==> src/rtl/qqspi_arbiter.sv <==
// Two-port arbiter sharing one qqspi controller between an instruction-fetch port and a data port.
// Latency: m_valid one cycle after request is sampled in IDLE; ready pulse one cycle after m_ready; one RELEASE cycle minimum.
// Backpressure: requests are held off until IDLE; RELEASE waits for m_ready to drop before accepting the next request.
module qqspi_arbiter #(
    parameter logic ROUND_ROBIN = 1'b1,
    parameter logic PRIO_PORT   = 1'b1
) (
    input  logic        clk,
    input  logic        resetn,
    input  logic        s0_valid,
    input  logic [22:0] s0_addr,
    input  logic [31:0] s0_wdata,
    input  logic [3:0]  s0_wstrb,
    output logic        s0_ready,
    output logic [31:0] s0_rdata,
    input  logic        s1_valid,
    input  logic [22:0] s1_addr,
    input  logic [31:0] s1_wdata,
    input  logic [3:0]  s1_wstrb,
    output logic        s1_ready,
    output logic [31:0] s1_rdata,
    output logic        m_valid,
    output logic [22:0] m_addr,
    output logic [31:0] m_wdata,
    output logic [3:0]  m_wstrb,
    input  logic        m_ready,
    input  logic [31:0] m_rdata,
    output logic        busy,
    output logic        grant
);

    typedef enum logic [1:0] {IDLE, ISSUE, RELEASE} state_t;

    state_t      state_q;
    logic        last_grant_q;
    logic        grant_q;
    logic        m_valid_q;
    logic        busy_q;
    logic        s0_ready_q;
    logic        s1_ready_q;
    logic [22:0] m_addr_q;
    logic [31:0] m_wdata_q;
    logic [3:0]  m_wstrb_q;
    logic [31:0] s0_rdata_q;
    logic [31:0] s1_rdata_q;
    logic        grant_d;

    // Under contention the round-robin pointer picks the port that did not win last.
    always_comb begin
        grant_d = s1_valid;
        if (s0_valid && s1_valid) begin
            grant_d = ROUND_ROBIN ? ~last_grant_q : PRIO_PORT;
        end
    end

    always_ff @(posedge clk) begin
        if (!resetn) begin
            state_q      <= IDLE;
            last_grant_q <= ~PRIO_PORT;
            grant_q      <= 1'b0;
            m_valid_q    <= 1'b0;
            busy_q       <= 1'b0;
            s0_ready_q   <= 1'b0;
            s1_ready_q   <= 1'b0;
            m_addr_q     <= '0;
            m_wdata_q    <= '0;
            m_wstrb_q    <= '0;
            s0_rdata_q   <= '0;
            s1_rdata_q   <= '0;
        end else begin
            s0_ready_q <= 1'b0;
            s1_ready_q <= 1'b0;
            case (state_q)
                IDLE: begin
                    if (s0_valid || s1_valid) begin
                        grant_q   <= grant_d;
                        m_addr_q  <= grant_d ? s1_addr  : s0_addr;
                        m_wdata_q <= grant_d ? s1_wdata : s0_wdata;
                        m_wstrb_q <= grant_d ? s1_wstrb : s0_wstrb;
                        m_valid_q <= 1'b1;
                        busy_q    <= 1'b1;
                        state_q   <= ISSUE;
                    end
                end
                ISSUE: begin
                    if (m_ready) begin
                        if (grant_q) begin
                            s1_rdata_q <= m_rdata;
                            s1_ready_q <= 1'b1;
                        end else begin
                            s0_rdata_q <= m_rdata;
                            s0_ready_q <= 1'b1;
                        end
                        m_valid_q    <= 1'b0;
                        last_grant_q <= grant_q;
                        state_q      <= RELEASE;
                    end
                end
                RELEASE: begin
                    // The controller holds ready until it sees valid low; let it return to its start state.
                    if (!m_ready) begin
                        busy_q  <= 1'b0;
                        state_q <= IDLE;
                    end
                end
                default: begin
                    state_q <= IDLE;
                end
            endcase
        end
    end

    assign m_valid  = m_valid_q;
    assign m_addr   = m_addr_q;
    assign m_wdata  = m_wdata_q;
    assign m_wstrb  = m_wstrb_q;
    assign s0_ready = s0_ready_q;
    assign s1_ready = s1_ready_q;
    assign s0_rdata = s0_rdata_q;
    assign s1_rdata = s1_rdata_q;
    assign busy     = busy_q;
    assign grant    = grant_q;

endmodule

==> config.mk <==
export PLATFORM = sky130hd
export DESIGN_NAME = qqspi_arbiter
export DESIGN_NICKNAME = d
export VERILOG_FILES = /design/src/rtl/qqspi_arbiter.sv
export SDC_FILE = /design/constraint.sdc
export NUM_CORES = 1
export LEC_CHECK = 0
export BUFFER_PORTS_ARGS = -buffer_cell sky130_fd_sc_hd__buf_2
export CAP_MARGIN = 20
export CORE_ASPECT_RATIO = 1.75
export CORE_MARGIN = 5
export CORE_UTILIZATION = 45
export CTS_CLUSTER_SIZE = 10
export DETAILED_ROUTE_END_ITERATION = 12
export PLACE_DENSITY = 0.82
export SYNTH_ARGS = -nofsm -noshare
export SYNTH_HDL_FRONTEND = slang
export SYNTH_SLANG_ARGS = --single-unit
==> constraint.sdc <==
create_clock -name clk -period 1.7 [get_ports clk]
set_input_delay 0.34 -clock clk [delete_from_list [all_inputs] [get_ports clk]]
set_output_delay 0.34 -clock clk [all_outputs]
set_load 0.03 [all_outputs]
Yosys cells after proc, flatten, opt, wreduce, memory -nomap -nowiden
Cells that the tools add are included.

word-level totals
  bits in registers = 131
  bits of input ports = 155
  output and inout bits = 128
  word-level logic and storage cells = 47

operators by class
  equality and inequality tests = 5
  mux-type cells = 15
  bitwise gates (word level) = 2
  reductions and logical operators = 13

operator list
  cell                                           count
  two-way mux 32 bit                             1
  two-way mux 23 bit                             1
  AND reduction 3 bit                            6
  two-way mux 1 bit                              6
  two-way mux 2 bit                              3
  != test 2 bit, second input constant           3
  one-hot mux 2 bit (3 select lines)             1
  two-way mux 4 bit                              1
  one-hot mux 1 bit (2 select lines)             2
  AND reduction 2 bit                            2
  nonzero test 2 bit                             2
  == test 2 x 1 -> 1 bit, second input constant  1
  == test 2 bit, second input constant           1
  zero test 2 bit                                1
  NOT 1 bit                                      2
  logical AND 1 bit                              1
  logical OR 1 bit                               1

Logic depth before layout (Yosys ltp)
Gate-level depths: netlist of run 1.

  word-level depth = 3
  mapped depth = 6
  depth with buffers taken out = 3

Worst setup path after synthesis of run 1
No wires, ideal clock.

  path type = input -> register
  start = input port s1_valid
  end = register m_wdata_q[24], in the netlist m_wdata[24]
  setup time = 88 ps
  arrival time = 1313 ps
  required time = 1612 ps
  setup slack = 299 ps
  cell stages on the path = 6
  buffers on the path = 3
  cells stage by stage = or2_1 -> buf_2 -> and2_4 -> buf_6 -> buf_6 -> a311oi_2

on the way
  longest elaborated chain between the ends = 3
  elaborated cells between the ends (all ways) = 5
  those cells by class = mux: 2; reduce/logical: 3

ends and longest elaborated chain
  element               RTL line  source
  start, declared       16        input logic s1_valid,
  logical AND 1 bit     51        if (s0_valid && s1_valid) begin
  two-way mux 1 bit     51
  two-way mux 32 bit    78        m_wdata_q <= grant_d ? s1_wdata : s0_wdata;
  end signal, assigned  78
  end, declared         42        logic [31:0] m_wdata_q;

Several ways; a longest one is shown, not always the timed one.
A chain may end at the register's enable or synchronous reset.

Worst setup path after layout of run 1
  start = register state_q[1]
  end = register s1_rdata_q[29], in the netlist s1_rdata[29]

on the way
  longest elaborated chain between the ends = 2

ends and longest elaborated chain
  element                               RTL line  source
  start, declared                       34        state_t state_q;
  start signal, assigned                58        state_q <= IDLE;
  start signal, assigned                82        state_q <= ISSUE;
  start signal, assigned                96        state_q <= RELEASE;
  == test 2 x 1 -> 1 bit                73        case (state_q)
  AND reduction 3 bit (no source line)  -
  end signal, assigned                  88        s1_rdata_q <= m_rdata;
  end, declared                         45        logic [31:0] s1_rdata_q;

Every way passes these cells.

==> results of run 1 <==
-- worst min-delay path, delay by kind of cell --
kind	cells	cell delay [ps]
AO/OA/AOI/OAI	1	50
buffers and inverters	1	90
AND/OR/NAND/NOR	1	70
-- per-layer routing --
layer  track usage  up-vias  routed length [microns]
met5             0        -                       13
met4       0.09504        2                      480
met3       0.09170       34                     1693
met2        0.3734      263                     8198
met1        0.2566     2432                     6566
li1              -     2707                        -
-- state kept, by name (all words and copies together), names as in the netlist --
signal,count
busy,1
grant,1
s1_ready,1
state_q,2
m_wdata,32
m_addr,23
s1_rdata,32
m_valid,1
last_grant_q,1
s0_ready,1
m_wstrb,4
s0_rdata,32
-- path summary, 6_finish.rpt --
path / endpoint / slack (ps) / cells after the start
worst min-delay path: s1_rdata[31]$_SDFFE_PN0P_ / 190 / 3
worst max-delay path: s1_rdata[29]$_SDFFE_PN0P_ / 250 / 4
worst max register to register: s1_rdata[29]$_SDFFE_PN0P_ / 250 / 4
worst min register to register: s0_rdata[16]$_SDFFE_PN0P_ / 450 / 2
-- logic make-up after synthesis --
logic type | after synthesis | share of synthesized area
buf+inv | 65 | 0.05706
compound gates | 192 | 0.2865
flops | 131 | 0.4784
simple gates | 230 | 0.1780
-- synth_stat cells, types with 2 or more instances --
| master | number |
|---|---|
| nor2_1 | 3 |
| dfxtp_1 | 131 |
| o21ai_1 | 64 |
| a21oi_1 | 63 |
| o21a_1 | 2 |
| buf_2 | 13 |
| nand2b_1 | 2 |
| nand3_1 | 64 |
| clkbuf_1 | 31 |
| a311oi_2 | 59 |
| buf_1 | 13 |
| buf_6 | 7 |
| nand2_1 | 154 |
-- power groups by stage --
stage | Clock (mW) | Combinational [mW] | Sequential, mW
floorplan | 0 | 0.805 | 3.92
global placement | 0 | 1.80 | 3.48
detailed placement | 0 | 1.83 | 3.49
CTS | 3.58 | 1.83 | 3.43
global route | 3.74 | 1.96 | 3.46
finish | 3.51 | 1.82 | 3.43
-- per-stage QoR --
step / instances / instance area [sq um]
finish: 1048 / 7602
global route: 1048 / 7602
CTS: 1048 / 7602
detailed placement: 1018 / 7036
global placement: 1018 / 7036
floorplan: 618 / 5482
-- area by class of cell --
cell class	instances	area, sq um	share of cell area
sequential	131	2623	0.3450
clock inverter	10	110.1	0.01448
timing repair buffer	299	1627	0.2140
inverter	1	5.005	0.0006583
tap	165	206.4	0.02716
clock buffer	20	456.7	0.06007
multi-input combinational	422	2575	0.3387
==> results by group, run 1 <==
Global route
  – Total track usage: 0.2262
  – Largest net degree at the start of global routing: 75
  – Initial antenna violation count: 1
  – First-pass GRT wire length: 26.01 mm
  – Total grt overflow: 0
  – Vias in the first global route: 5,138

Floorplanning
  – Die area: 14,580 sq um
  – Initial Util: 0.4567
  – Core area: 12,000 sq um
  – Num rows: 53
  – IO Count: 283
  – Die width: 93.43 microns
  – Die Ht: 156.0 microns

Critical path
  – Crit path max fanout: 51
  – CP max stage cell: dfxtp_1
  – Setup CP Type: flip-flop to flip-flop
  – Setup crit start: state_q[1]$_SDFFE_PN0P_
  – Worst setup SP type: flip-flop
  – WP buf/inv: 1
  – Delay-heaviest family, CP: flip-flops
  – Worst R2R Start: state_q[1]$_SDFFE_PN0P_
  – Crit path DAT: 1780 ps
  – CP cell instances: nand4b_1, buf_4, nand3_1, o21ai_1
  – Crit-path max cell delay: 460 ps
  – WP data required: 2030 ps
  – Worst Setup End Kind: flip-flop

Power and ir drop
  – Maximum VDD drop: 740.3 uV
  – Switch share: 0.2990
  – NetSw: 2.621 mW
  – Total Power: 8.766 mW
  – Leakage: 3.449 nW
  – Clock share of power: 0.401
  – Seq pwr share: 0.391
  – Combinational Power Share: 0.208
  – Power Internal: 6.145 mW
  – Pwr Density: 1153 nW/um^2

Clock tree
  – CTS tree: yes
  – Clock latency on the worst-skew pair: 410 ps
  – Hold_buf cts: 0
  – Clock Tree Buf Depth: 2
  – Root Buffer: clkbuf_16
  – Setup Fix Bufs, Post-CTS: 0
  – CTS resizes: 0
  – CTS sink cnt: 131
  – Clk slew on worst S/H paths: 50 ps
  – Max H-tree Level: 4
  – CTS buffer count: 17

Final layout
  – Most common cell after layout, fill and taps aside: buf_2
  – Synth-to-Final Area Change: 38.69%
  – Ant diodes: 0
  – Layout cells sized above 1: 0.4462
  – Final core occ: 0.6334
  – Total Nets Final: 1,027
  – Fillers: 1,053
  – Most frequent cells in the layout: 282 x buf_2, 154 x nand2_1, 131 x dfxtp_1, 64 x nand3_1, 64 x o21ai_1

Hold path
  – HP Class: input pin to flip-flop
  – Worst hold start: m_rdata[31]

Synthesis
  – Top_reg_cell synth: dfxtp_1
  – Yosys warnings: 0
  – Yosys top cell area share: 0.4784
  – Synth async-reset ratio: 0
  – Largest cells by area after synthesis: dfxtp_1 48%, a311oi_2 16%, nand2_1 11%, nand3_1 5.8%, o21ai_1 5.8%
  – Synth Area per Inst: 8.870 sq um
  – Number of flops mapped to enable cells by yosys: 0
  – Cell taking the most area after synthesis: dfxtp_1
  – Seq/Total Area, Yosys: 0.4784
  – Post-synthesis cell type count: 25
  – Post-Syn Area: 5482 sq um
  – Synthesized flop and latch total: 131
  – Cells after Synth: 618
  – Syn Nets: 773

Drt
  – Final ANT Viol Nets: 0
  – # DRC: 0
  – Routed len/inst: 16.18 microns
  – Initial drt markers: 84
  – Via Count: 5,438
  – Detailed Routing Iterations Pass 1: 4
  – Final wirelength: 16.95 mm
  – Via-to-Cell Ratio: 5.189

Timing
  – Final period util: 0.8523
  – Unrepaired setup endpoints after global routing: false
  – Slew @ Worst Pin: 522.1 ps
  – PnR worst setup slack: 251.1 ps
  – Final Slew Violations: 0
  – Crit path time final: 1449 ps
  – Final setup fails: 0
  – Rel. slew slack: 0.6519
  – Final Hold Fails: 0
  – Hold Slack: 192.5 ps
  – Fmax: 0.6902 GHz
  – Setup TNS: 0 ps
  – Clk_skew: 8.571 ps

Status
  – Status: finished clean

Place
  – Setup slack at placement: 127.2 ps
  – HPWL after DPL: 12.33 mm
  – GP Congestion: 0.8209
  – I/O Buffers: 282

Flow run
  – Max-cap viol count: 0
No activity file was read; power rests on OpenSTA's default activity.
==> run 2, diff against run 1 <==
Settings changed: CORE_UTILIZATION 45 to 41, PLACE_DENSITY 0.82 to 0.78.
Clock period 1.7 ns to 1.3 ns, I/O delays scaled along.
==> run 2 against run 1 <==
Compared with the run above:
- sequential share of layout area decreased by 1.5 points
- largest power group unchanged
- hold slack got worse by 74 ps
- critical path depth decreased by 3
- worst setup slack got worse by 210 ps
- combinational power increased by 42%
- sequential power increased by 31%
- sequential cell count unchanged
- clock power increased by 46%
- largest cell class unchanged
- register-to-register slack got worse by 200 ps
- non-clock buffer count increased by 17
- cell area increased by 4.8%
==> results by group, run 2 (synthesis gave the netlist of run 1 again) <==
Status
  – Status: finished clean

Floorplanning
  – Die area: 15,870 sq um
  – Num rows: 56
  – Die width: 97.41 microns
  – Initial Util: 0.4139
  – IO Count: 283
  – Die Ht: 163.0 microns
  – Core area: 13,240 sq um

Place
  – I/O Buffers: 282
  – Area after DPL: 7192 sq um
  – # placed instances: 1,038
  – GP Congestion: 0.7835
  – HPWL after DPL: 12.44 mm

Final layout
  – Most common cell after layout, fill and taps aside: buf_2
  – Synth-to-Final Area Change: 45.40%
  – Ant diodes: 0
  – Layout cells sized above 1: 0.4606
  – Most frequent cells in the layout: 282 x buf_2, 154 x nand2_1, 128 x dfxtp_1, 64 x nand3_1, 64 x o21ai_1
  – Fillers: 1,194
  – Final Non-Filler Cells: 1,075
  – Fin area: 7970 sq um
  – Total Nets Final: 1,044

Drt
  – Via Count: 5,537
  – # DRC: 0
  – Via-to-Cell Ratio: 5.151
  – Final ANT Viol Nets: 0
  – Final wirelength: 17.05 mm
  – Detailed Routing Iterations Pass 1: 4
  – Routed len/inst: 15.86 microns
  – Initial drt markers: 131

Critical path
  – CP cell instances: buf_2
  – WP buf/inv: 1
  – Crit-path max cell delay: 360 ps
  – Worst setup SP type: flip-flop
  – Setup CP Type: flip-flop to output pin
  – WP data required: 1040 ps
  – Setup crit start: grant$_SDFFE_PN0P_
  – Worst R2R Start: state_q[0]$_SDFFE_PN0P_
  – CP max stage cell: dfxtp_2
  – Crit path max fanout: 4
  – Worst Setup End Kind: output pin
  – Delay-heaviest family, CP: flip-flops
  – Crit path DAT: 1000 ps

Global route
  – Largest net degree at the start of global routing: 67
  – Total grt overflow: 0
  – Initial antenna violation count: 0
  – Vias in the first global route: 5,543
  – First-pass GRT wire length: 26.65 mm
  – Total track usage: 0.2046

Clock tree
  – Clock Tree Buf Depth: 2
  – CTS buffer count: 17
  – Root Buffer: clkbuf_16
  – CTS tree: yes
  – Max H-tree Level: 4
  – Clk slew on worst S/H paths: 60 ps
  – Clock latency on the worst-skew pair: 400 ps
  – CTS sink cnt: 131

Timing
  – Rel. slew slack: 0.7634
  – Slew @ Worst Pin: 354.9 ps
  – Final period util: 0.9700
  – Final Hold Fails: 0
  – Crit path time final: 1261 ps
  – Final setup fails: 0
  – Unrepaired setup endpoints after global routing: true
  – Clk_skew: 11.90 ps
  – Fmax: 0.7930 GHz
  – Hold Slack: 118.7 ps
  – Final Slew Violations: 0

Hold path
  – Worst hold start: m_rdata[19]
  – HP Class: input pin to flip-flop

Power and ir drop
  – Pwr Density: 1528 nW/um^2
  – Leakage: 3.637 nW
  – Maximum VDD drop: 748.8 uV
  – Total Power: 12.18 mW

Flow run
  – Max-cap viol count: 0
-- run 2: changes by cell type in the layout (fill, tap and decap cells not counted), sizes merged --
cell	change
buf	+14
bufbuf	+1
bufinv	+3
clkinv	+1
clkinvlp	-2
inv	+1
-- run 2: report_power, final --
| part | leakage [nW] | internal [mW] | switching (mW) |
|---|---|---|---|
| clock | 0.306 | 3.40 | 1.72 |
| combinational | 2.26 | 0.992 | 1.59 |
| sequential | 1.08 | 4.32 | 0.161 |
-- run 2: routing by layer --
layer / track usage / vias up / wire length, microns
met1: 0.2098 / 2511 / 6280
met2: 0.3720 / 252 / 8824
met4: 0.08003 / 0 / 346
met3: 0.07887 / 25 / 1595
met5: 0 / - / 0
li1: - / 2749 / -
-- run 2: layout make-up --
class	count	area, sq um	area share
sequential	131	2629	0.3298
clock inverter	13	210.2	0.02637
multi-input combinational	422	2581	0.3239
timing repair buffer	316	1899	0.2383
clock buffer	18	429.2	0.05385
tap	174	217.7	0.02732
inverter	1	3.754	0.0004710
-- run 2: path summary, 6_finish.rpt --
check,slack (ps),depth (start not counted),endpoint
worst max-delay path,40,1,grant
worst min-delay path,120,3,s0_rdata[19]$_SDFFE_PN0P_
worst max register to register,50,5,m_addr[6]$_SDFFE_PN0P_
worst min register to register,450,2,s0_rdata[19]$_SDFFE_PN0P_
-- run 2: repair_timing --
item / 4_1_cts / 5_1_grt
gates cloned: 1 / 2
setup buffers: 2 / 1
endpoints found under the setup margin: 52 / 54
gates resized for setup: 1 / 9
hold buffers: 0 / 0
pin swaps: 1 / 2
-- run 2: stage by stage --
step	TNS [ps]	utilization	setup WS (ps)
finish	0	0.6019	38.99
global route	-22.79	0.6019	-10.08
CTS	0	0.5950	14.70
detailed placement	-4537	0.5431	-106.5
global placement	-2810	0.5431	-63.00
floorplan	0	-	14.66
